===== config.mk =====
export PLATFORM = sky130hd
export DESIGN_NAME = byte_packer_flat
export DESIGN_NICKNAME = d
export VERILOG_FILES = /design/src/rtl/byte_packer_if.sv /design/src/rtl/byte_packer.sv /design/src/flat_wrapper.sv
export SDC_FILE = /design/constraint.sdc
export NUM_CORES = 1
export LEC_CHECK = 0
export ABC_CLOCK_PERIOD_IN_PS = 1600
export CORE_MARGIN = 2
export CORE_UTILIZATION = 40
export DETAILED_ROUTE_END_ITERATION = 10
export PLACE_DENSITY = 0.7
export SYNTH_ARGS = -nofsm -noshare
export SYNTH_HDL_FRONTEND = slang
export SYNTH_SLANG_ARGS = --single-unit

===== constraint.sdc =====
create_clock -name clk -period 1.6 [get_ports clk]
set_clock_uncertainty 0.05 [all_clocks]
set_input_delay 0.48 -clock clk [delete_from_list [all_inputs] [get_ports clk]]
set_output_delay 0.48 -clock clk [all_outputs]
set_load 0.01 [all_outputs]

===== src/rtl/byte_packer_if.sv =====
// Byte-in / word-out handshake bundle for byte_packer.
// slave is the packer's view, master is the producer/consumer side.
interface byte_packer_if;
   logic        in_valid;
   logic        in_ready;
   logic [7:0]  in_byte;
   logic        flush;
   logic        out_valid;
   logic        out_ready;
   logic [15:0] out_word;
   logic        out_odd;
   logic [7:0]  out_cnt;

   modport slave (
      input  in_valid, in_byte, flush, out_ready,
      output in_ready, out_valid, out_word, out_odd, out_cnt
   );

   modport master (
      output in_valid, in_byte, flush, out_ready,
      input  in_ready, out_valid, out_word, out_odd, out_cnt
   );
endinterface


===== src/rtl/byte_packer.sv =====
// byte_packer: pairs signed bytes (low byte first) into 16-bit words held in a
// single-entry output register; flush emits a held odd byte as a padded word.
module byte_packer #(
   parameter bit PAD_SIGN = 1'b1
) (
   input  logic           clk,
   input  logic           rst_n,
   byte_packer_if.slave   bus
);

   localparam logic [0:0] EMPTY = 1'b0;
   localparam logic [0:0] HALF  = 1'b1;

   logic [0:0]  state_q, state_d;
   logic [7:0]  low_q, low_d;
   logic        out_valid_q, out_valid_d;
   logic [15:0] out_word_q, out_word_d;
   logic        out_odd_q, out_odd_d;
   logic [7:0]  out_cnt_q, out_cnt_d;

   logic        in_ready;
   logic        in_xfer;
   logic        out_xfer;
   logic        flush_fire;
   logic [7:0]  pad;

   // Handshake qualifiers; EMPTY always accepts since a low byte never needs the output slot.
   always_comb begin
      in_ready   = (state_q == EMPTY) || !out_valid_q || bus.out_ready;
      in_xfer    = bus.in_valid && in_ready;
      out_xfer   = out_valid_q && bus.out_ready;
      flush_fire = (state_q == HALF) && bus.flush && !in_xfer
                   && (!out_valid_q || bus.out_ready);
      pad        = PAD_SIGN ? {8{low_q[7]}} : 8'h00;
   end

   // Next-state: a load in the same cycle as a handoff overrides the clear, so no bubble.
   always_comb begin
      state_d     = state_q;
      low_d       = low_q;
      out_valid_d = out_valid_q;
      out_word_d  = out_word_q;
      out_odd_d   = out_odd_q;
      out_cnt_d   = out_cnt_q;

      if (out_xfer) begin
         out_valid_d = 1'b0;
         out_cnt_d   = out_cnt_q + 8'd1;
      end

      if (state_q == EMPTY) begin
         if (in_xfer) begin
            low_d   = bus.in_byte;
            state_d = HALF;
         end
      end else if (in_xfer) begin
         out_word_d  = {bus.in_byte, low_q};
         out_odd_d   = 1'b0;
         out_valid_d = 1'b1;
         state_d     = EMPTY;
      end else if (flush_fire) begin
         out_word_d  = {pad, low_q};
         out_odd_d   = 1'b1;
         out_valid_d = 1'b1;
         state_d     = EMPTY;
      end
   end

   // State registers with asynchronous active-low clear.
   always_ff @(posedge clk or negedge rst_n) begin
      if (!rst_n) begin
         state_q     <= EMPTY;
         low_q       <= '0;
         out_valid_q <= 1'b0;
         out_word_q  <= '0;
         out_odd_q   <= 1'b0;
         out_cnt_q   <= '0;
      end else begin
         state_q     <= state_d;
         low_q       <= low_d;
         out_valid_q <= out_valid_d;
         out_word_q  <= out_word_d;
         out_odd_q   <= out_odd_d;
         out_cnt_q   <= out_cnt_d;
      end
   end

   assign bus.in_ready  = in_ready;
   assign bus.out_valid = out_valid_q;
   assign bus.out_word  = out_word_q;
   assign bus.out_odd   = out_odd_q;
   assign bus.out_cnt   = out_cnt_q;

endmodule


===== src/flat_wrapper.sv =====
// flat-port wrapper written by rule: the top's interface ports become plain ports
module byte_packer_flat 
#(
   parameter bit PAD_SIGN = 1'b1
)
  (clk, rst_n, bus_in_valid, bus_in_byte, bus_flush, bus_out_ready, bus_in_ready, bus_out_valid, bus_out_word, bus_out_odd, bus_out_cnt);
  byte_packer_if bus_i ();
  input  logic clk;
  input  logic rst_n;
  input wire logic [$bits(bus_i.in_valid)-1:0] bus_in_valid;
  input wire logic [$bits(bus_i.in_byte)-1:0] bus_in_byte;
  input wire logic [$bits(bus_i.flush)-1:0] bus_flush;
  input wire logic [$bits(bus_i.out_ready)-1:0] bus_out_ready;
  output wire logic [$bits(bus_i.in_ready)-1:0] bus_in_ready;
  output wire logic [$bits(bus_i.out_valid)-1:0] bus_out_valid;
  output wire logic [$bits(bus_i.out_word)-1:0] bus_out_word;
  output wire logic [$bits(bus_i.out_odd)-1:0] bus_out_odd;
  output wire logic [$bits(bus_i.out_cnt)-1:0] bus_out_cnt;
  assign bus_i.in_valid = bus_in_valid;
  assign bus_i.in_byte = bus_in_byte;
  assign bus_i.flush = bus_flush;
  assign bus_i.out_ready = bus_out_ready;
  assign bus_in_ready = bus_i.in_ready;
  assign bus_out_valid = bus_i.out_valid;
  assign bus_out_word = bus_i.out_word;
  assign bus_out_odd = bus_i.out_odd;
  assign bus_out_cnt = bus_i.out_cnt;
  byte_packer #(.PAD_SIGN(PAD_SIGN)) u_core (.clk(clk), .rst_n(rst_n), .bus(bus_i));
endmodule

==> results of run 1 <==
[metal layers]
| metal | track usage, % | up-vias |
|---|---|---|
| li1 | - | 537 |
| met1 | 21.9 | 557 |
| met2 | 29.6 | 38 |
| met3 | 3.65 | 10 |
| met4 | 8.78 | 0 |
| met5 | 0 | - |
[cells in the mapped netlist (all sizes together)]
| master | n |
|---|---|
| nand4 | 2 |
| nand3 | 11 |
| nand2 | 4 |
| ha | 1 |
| nor2 | 4 |
| and3 | 1 |
| clkbuf | 5 |
| nor3 | 2 |
| mux2 | 17 |
| xnor2 | 2 |
| buf | 3 |
| dfrtp | 35 |
| nand2b | 2 |
| nand3b | 1 |
| and2 | 1 |
| a21bo | 1 |
| a31oi | 18 |
| or2 | 1 |
| xor2 | 5 |
[metrics by stage]
step	worst slack (ns)	hold slack [ns]	TNS (ns)	instance area (µm²)	util, %
3_5_place_dp	-0.638	0.408	-10.01	2020	55.9
3_3_place_gp	-0.642	0.408	-9.71	2020	55.9
2_1_floorplan	-0.106	0.134	-0.106	1470	-
4_1_cts	0.00969	0.417	0	2090	58.0
5_1_grt	0.00419	0.422	0	2100	58.2
6_report	0.0378	0.412	0	2100	58.2
[path summary, 6_finish.rpt]
path,start,end,slack [ns],cells after the start
hold reg to reg,u_core.bus.out_cnt[7]$_DFFE_PN0P_,u_core.bus.out_cnt[7]$_DFFE_PN0P_,0.41,1
min in group asynchronous,rst_n,u_core.bus.out_word[7]$_DFFE_PN0P_,0.52,2
hold / removal,u_core.bus.out_cnt[7]$_DFFE_PN0P_,u_core.bus.out_cnt[7]$_DFFE_PN0P_,0.41,1
setup / recovery,u_core.bus.out_valid$_DFF_PN0_,bus_out_valid,0.04,2
max in group asynchronous,rst_n,u_core.bus.out_cnt[3]$_DFFE_PN0P_,0.80,2
setup reg to reg,u_core.bus.out_valid$_DFF_PN0_,u_core.bus.out_word[1]$_DFFE_PN0P_,0.17,4
[critical path, delay by kind of cell, from the launching register on]
family / cells / cell delay [ns]
buf+inv: 2 / 0.37
flops: 1 / 0.38
[cell families (layout without fill, tap and decap cells)]
| family | after synthesis | count (layout) | synth area share [%] |
|---|---|---|---|
| AND/OR/NAND/NOR | 29 | 30 | 10.3 |
| multiplexers | 17 | 17 | 13.3 |
| XOR/XNOR | 7 | 7 | 4.17 |
| buffers and inverters | 8 | 67 | 3.57 |
| AO/OA/AOI/OAI | 19 | 19 | 8.33 |
| adder cells (fa/ha/maj) | 1 | 1 | 0.850 |
| flip-flops | 35 | 35 | 59.5 |
[flip-flops by register name, summed over array words and instances, names as in the netlist]
name / flops
u_core.bus.out_word: 16
u_core.bus.out_cnt: 8
u_core.low_q: 8
u_core.bus.out_odd: 1
u_core.bus.out_valid: 1
u_core.state_q: 1
[repair_timing]
item	4_1_cts	5_1_grt
gates cloned	1	0
hold buffers	0	0
setup buffers	2	0
endpoints found under the setup margin	43	8
pin swaps	2	1
resized for setup	38	3
[cell type report]
type,count,area (µm²),area share [%]
Clock buffer,7,76.3,3.64
Timing Repair Buffer,59,517,24.6
Multi-Input combinational cell,74,566,26.9
Clock inverter,1,5.00,0.238
Tap cell,48,60.1,2.86
Sequential cell,35,876,41.7
[placed cells by master, fill, tap and decap left out, types with 4 or more instances in the layout]
cell type        synthesis  layout
a31oi_1                 18      18
buf_4                    0      19
clkbuf_8                 0       5
clkdlybuf4s50_1          0       9
dfrtp_1                 35      35
dlygate4sd2_1            0      25
mux2_2                  16      15
nand2_1                  4       4
nand3_1                 11      10
nor2_1                   4       4
xor2_1                   5       5
[power by group]
group | internal [W] | switching [W]
sequential | 0.00131 | 0.000219
clock | 0.000305 | 0.000302
combinational | 0.000966 | 0.000800
total | 0.00258 | 0.00132
==> impl_metrics.env, run 1 <==
export IMPL_grt_pass1_wl_um=5640
export IMPL_final_period_utilization_pct=97.6
export IMPL_dr_wl_met2_um=1540
export IMPL_synth_area_leader_cell="dfrtp_1"
export IMPL_rsz0062_at_grt="no"
export IMPL_period_minus_slack_ns=1.56
export IMPL_die_area_um2=4180
export IMPL_syn_area_um2=1470
export IMPL_core_um2=3610
export IMPL_top_layer="met4"
export IMPL_worstSkewPairLatency_ns=0.29
export IMPL_cts_tree="done"
export IMPL_end_kind="primary output"
export IMPL_first_global_vias=1208
export IMPL_syn_num_nets=130
export IMPL_drc=0
export IMPL_fillers=334
export IMPL_wirelength_um=3230
export IMPL_wire_per_inst_um=14.4
export IMPL_viasPerCell=5.10
export IMPL_leakage_nw=0.982
export IMPL_initial_core_util_pct=40.8
export IMPL_cts_buffers=5
export IMPL_dr_wl_met3_um=184
export IMPL_path_max_fanout=5
export IMPL_gp_congestion=0.825
export IMPL_numPlacedInstances=213
export IMPL_critPathRequiredTime_ns=1.07
export IMPL_ioPinCount=40
export IMPL_vias=1142
export IMPL_slew_violations=0
export IMPL_synth_seq_area_share_pct=59.5
export IMPL_cp_cell_sequence="buf_4, clkdlybuf4s15_1"
export IMPL_ant_nets=0
export IMPL_cts_root_buffer="clkbuf_8"
export IMPL_row_count=22
export IMPL_yosysWarnings=0
export IMPL_cp_slowest_stage_delay_ns=0.38
export IMPL_antenna_found_initial=0
export IMPL_die_x_um=64.7
export IMPL_drive_gt1_share_pct=28.4
export IMPL_crit_type="reg -> out"
export IMPL_worstMarginPinSlew_ns=0.210
export IMPL_drt_iter0_drc=36
export IMPL_clk_pin_slew_ns=0.07
export IMPL_peakVddDrop_mv=0.955
export IMPL_slowest_stage="dfrtp_1"
export IMPL_layout_nets=189
export IMPL_synthCells=116
export IMPL_finalSetupViolCount=0
export IMPL_fin_cells=224
export IMPL_synth_cell_types=20
export IMPL_diodes=0
export IMPL_status="finished, final reports clean"
export IMPL_htreeDepth=2
export IMPL_slew_headroom_pct=85.9
export IMPL_yosysTopAreaCellShare_pct=59.5
export IMPL_gr_usage_all_layers_pct=17.8
export IMPL_portBuffers=39
export IMPL_area_growth_pct=42.7
export IMPL_fp_dieH_um=64.7
export IMPL_drt_first_pass_iters=4
export IMPL_max_freq_mhz=640
export IMPL_finalHoldViolCount=0
export IMPL_dp_hpwl_um=2250
export IMPL_grt_overflow=0
export IMPL_p_per_area_nw_per_um2=1860
export IMPL_worstSetupStartpointType="register"
export IMPL_avgSynthCellArea_um2=12.7
export IMPL_arrival_ns=1.03
export IMPL_cts_buffer_depth=2
export IMPL_wl_met1_um=1430
export IMPL_cts_sinks=35
export IMPL_hp_class="reg -> reg"
export IMPL_synth_seq_cells=35
export IMPL_fin_total_pwr_w=0.00390
export IMPL_grt_max_degree=36
export IMPL_ys_top_cells_by_area="dfrtp_1, mux2_2, a31oi_1, nand3_1, xor2_1"
export IMPL_maxCapViolCount=0
(Power assumes the default switching activity.)
==> run 2, diff against run 1 <==
Settings changed: REMOVE_ABC_BUFFERS from default to 1, SKIP_CTS_REPAIR_TIMING from default to 1.
==> impl_metrics.env, run 2 (synthesized netlist as in run 1, its figures left out) <==
export IMPL_status="finished, final reports clean"
export IMPL_finalHoldViolCount=0
export IMPL_slew_headroom_pct=83.4
export IMPL_slowest_stage="nand3b_1"
export IMPL_ant_nets=0
export IMPL_wirelength_um=3430
export IMPL_numPlacedInstances=213
export IMPL_cts_sinks=35
export IMPL_wire_per_inst_um=15.1
export IMPL_regArea_um2=876
export IMPL_hold_ws_ns=0.425
export IMPL_htreeDepth=2
export IMPL_p_per_area_nw_per_um2=1840
export IMPL_drt_first_pass_iters=4
export IMPL_cts_root_buffer="clkbuf_8"
export IMPL_antenna_found_initial=0
export IMPL_vias=1176
export IMPL_layout_commonest_cell="dfrtp_1"
export IMPL_fin_total_pwr_w=0.00410
export IMPL_fp_dieH_um=64.7
export IMPL_portBuffers=39
export IMPL_arrival_ns=1.04
export IMPL_grt_max_degree=36
export IMPL_max_freq_mhz=635
export IMPL_fillers=306
export IMPL_first_global_vias=1204
export IMPL_cts_buffers=5
export IMPL_finalSetupViolCount=0
export IMPL_cts_tree="done"
export IMPL_path_max_fanout=5
export IMPL_clk_pin_slew_ns=0.06
export IMPL_drt_iter0_drc=51
export IMPL_die_x_um=64.7
export IMPL_cp_top_family="buffers and inverters"
export IMPL_period_minus_slack_ns=1.57
export IMPL_end_kind="primary output"
export IMPL_critPathRequiredTime_ns=1.07
export IMPL_hp_class="reg -> reg"
export IMPL_gr_usage_all_layers_pct=17.7
export IMPL_final_cell_mix="dfrtp_1, dlymetal6s2s_1, buf_4"
export IMPL_drive_gt1_share_pct=29.6
export IMPL_cp_slowest_stage_delay_ns=0.23
export IMPL_worstSetupStartpointType="input pin"
export IMPL_gp_congestion=0.754
export IMPL_fin_cells=227
export IMPL_fin_setup_tns_ns=0
export IMPL_leakage_nw=1.22
export IMPL_initial_core_util_pct=40.8
export IMPL_die_area_um2=4180
export IMPL_grt_pass1_wl_um=5640
export IMPL_cp_cell_sequence="dlymetal6s2s_1, nand3b_1, clkbuf_2"
export IMPL_worstMarginPinSlew_ns=0.246
export IMPL_critPathBufInv=2
export IMPL_maxCapViolCount=0
export IMPL_viasPerCell=5.18
export IMPL_worstSkewPairLatency_ns=0.28
export IMPL_grt_overflow=0
export IMPL_diodes=0
export IMPL_largest_reg_flops=16
export IMPL_multi_input_area_um2=566
export IMPL_cts_buffer_depth=2
export IMPL_core_um2=3610
export IMPL_area_growth_pct=51.3
export IMPL_layout_nets=192
export IMPL_ioPinCount=40
export IMPL_slew_violations=0
export IMPL_row_count=22
export IMPL_peakVddDrop_mv=0.797
export IMPL_final_period_utilization_pct=98.4
export IMPL_rsz0062_at_grt="no"
export IMPL_dp_hpwl_um=2350
export IMPL_drc=0
export IMPL_crit_type="in -> out"
## run 2: changes by cell type in the layout (fill, tap and decap cells not counted), moves of 2 or more
cell | before | now
dlymetal6s2s_1 | 2 | 29
dlygate4sd2_1 | 25 | 0
buf_4 | 19 | 22
a31oi_1 | 18 | 16
a31oi_2 | 0 | 2
buf_2 | 2 | 0
## run 2: worst reg2reg max path: stages (launching register included)
cell	delay [ns]
dfrtp_1	0.38
buf_4	0.15
nand2b_1	0.13
and3_2	0.29
mux2_2	0.35
## run 2: stage by stage
| step | worst slack [ns] | cell area, µm² | utilization [%] |
|---|---|---|---|
| 2_1_floorplan | -0.0253 | 1420 | - |
| 6_report | 0.0256 | 2230 | 61.7 |
| 3_3_place_gp | -0.691 | 2020 | 55.9 |
| 3_5_place_dp | -0.681 | 2020 | 55.9 |
| 4_1_cts | -0.704 | 2100 | 58.2 |
| 5_1_grt | 0.0186 | 2230 | 61.7 |
## run 2: power by group
group,internal [W],switching [W],total [W]
sequential,0.00131,0.000234,0.00154
combinational,0.00113,0.000834,0.00196
clock,0.000305,0.000289,0.000594
total,0.00274,0.00136,0.00410
## run 2: layout make-up
cell class,instances,share of cell area [%]
well taps,48,2.70
flip-flops and latches,35,39.3
repair buffers,62,28.9
clock buffers,7,3.43
clock inverters,1,0.225
multi-input cells,74,25.4
## run 2: path summary, 6_finish.rpt
kind / from / depth (start not counted) / slack (ns) / to
worst max-delay path: bus_out_ready / 3 / 0.03 / bus_in_ready
max in group asynchronous: rst_n / 2 / 0.81 / u_core.bus.out_word[0]$_DFFE_PN0P_
min in group asynchronous: rst_n / 2 / 0.52 / u_core.bus.out_word[7]$_DFFE_PN0P_
worst min register to register: u_core.bus.out_cnt[7]$_DFFE_PN0P_ / 1 / 0.42 / u_core.bus.out_cnt[7]$_DFFE_PN0P_
worst max register to register: u_core.bus.out_valid$_DFF_PN0_ / 4 / 0.14 / u_core.bus.out_word[1]$_DFFE_PN0P_
worst min-delay path: u_core.bus.out_cnt[7]$_DFFE_PN0P_ / 1 / 0.42 / u_core.bus.out_cnt[7]$_DFFE_PN0P_
## run 2: layer usage
layer | vias up | track usage, % | routed length, µm
met5 | - | 0 | 0
met4 | 0 | 5.59 | 22
met3 | 4 | 5.73 | 234
met2 | 49 | 29.6 | 1690
met1 | 577 | 21.9 | 1480
li1 | 546 | - | -
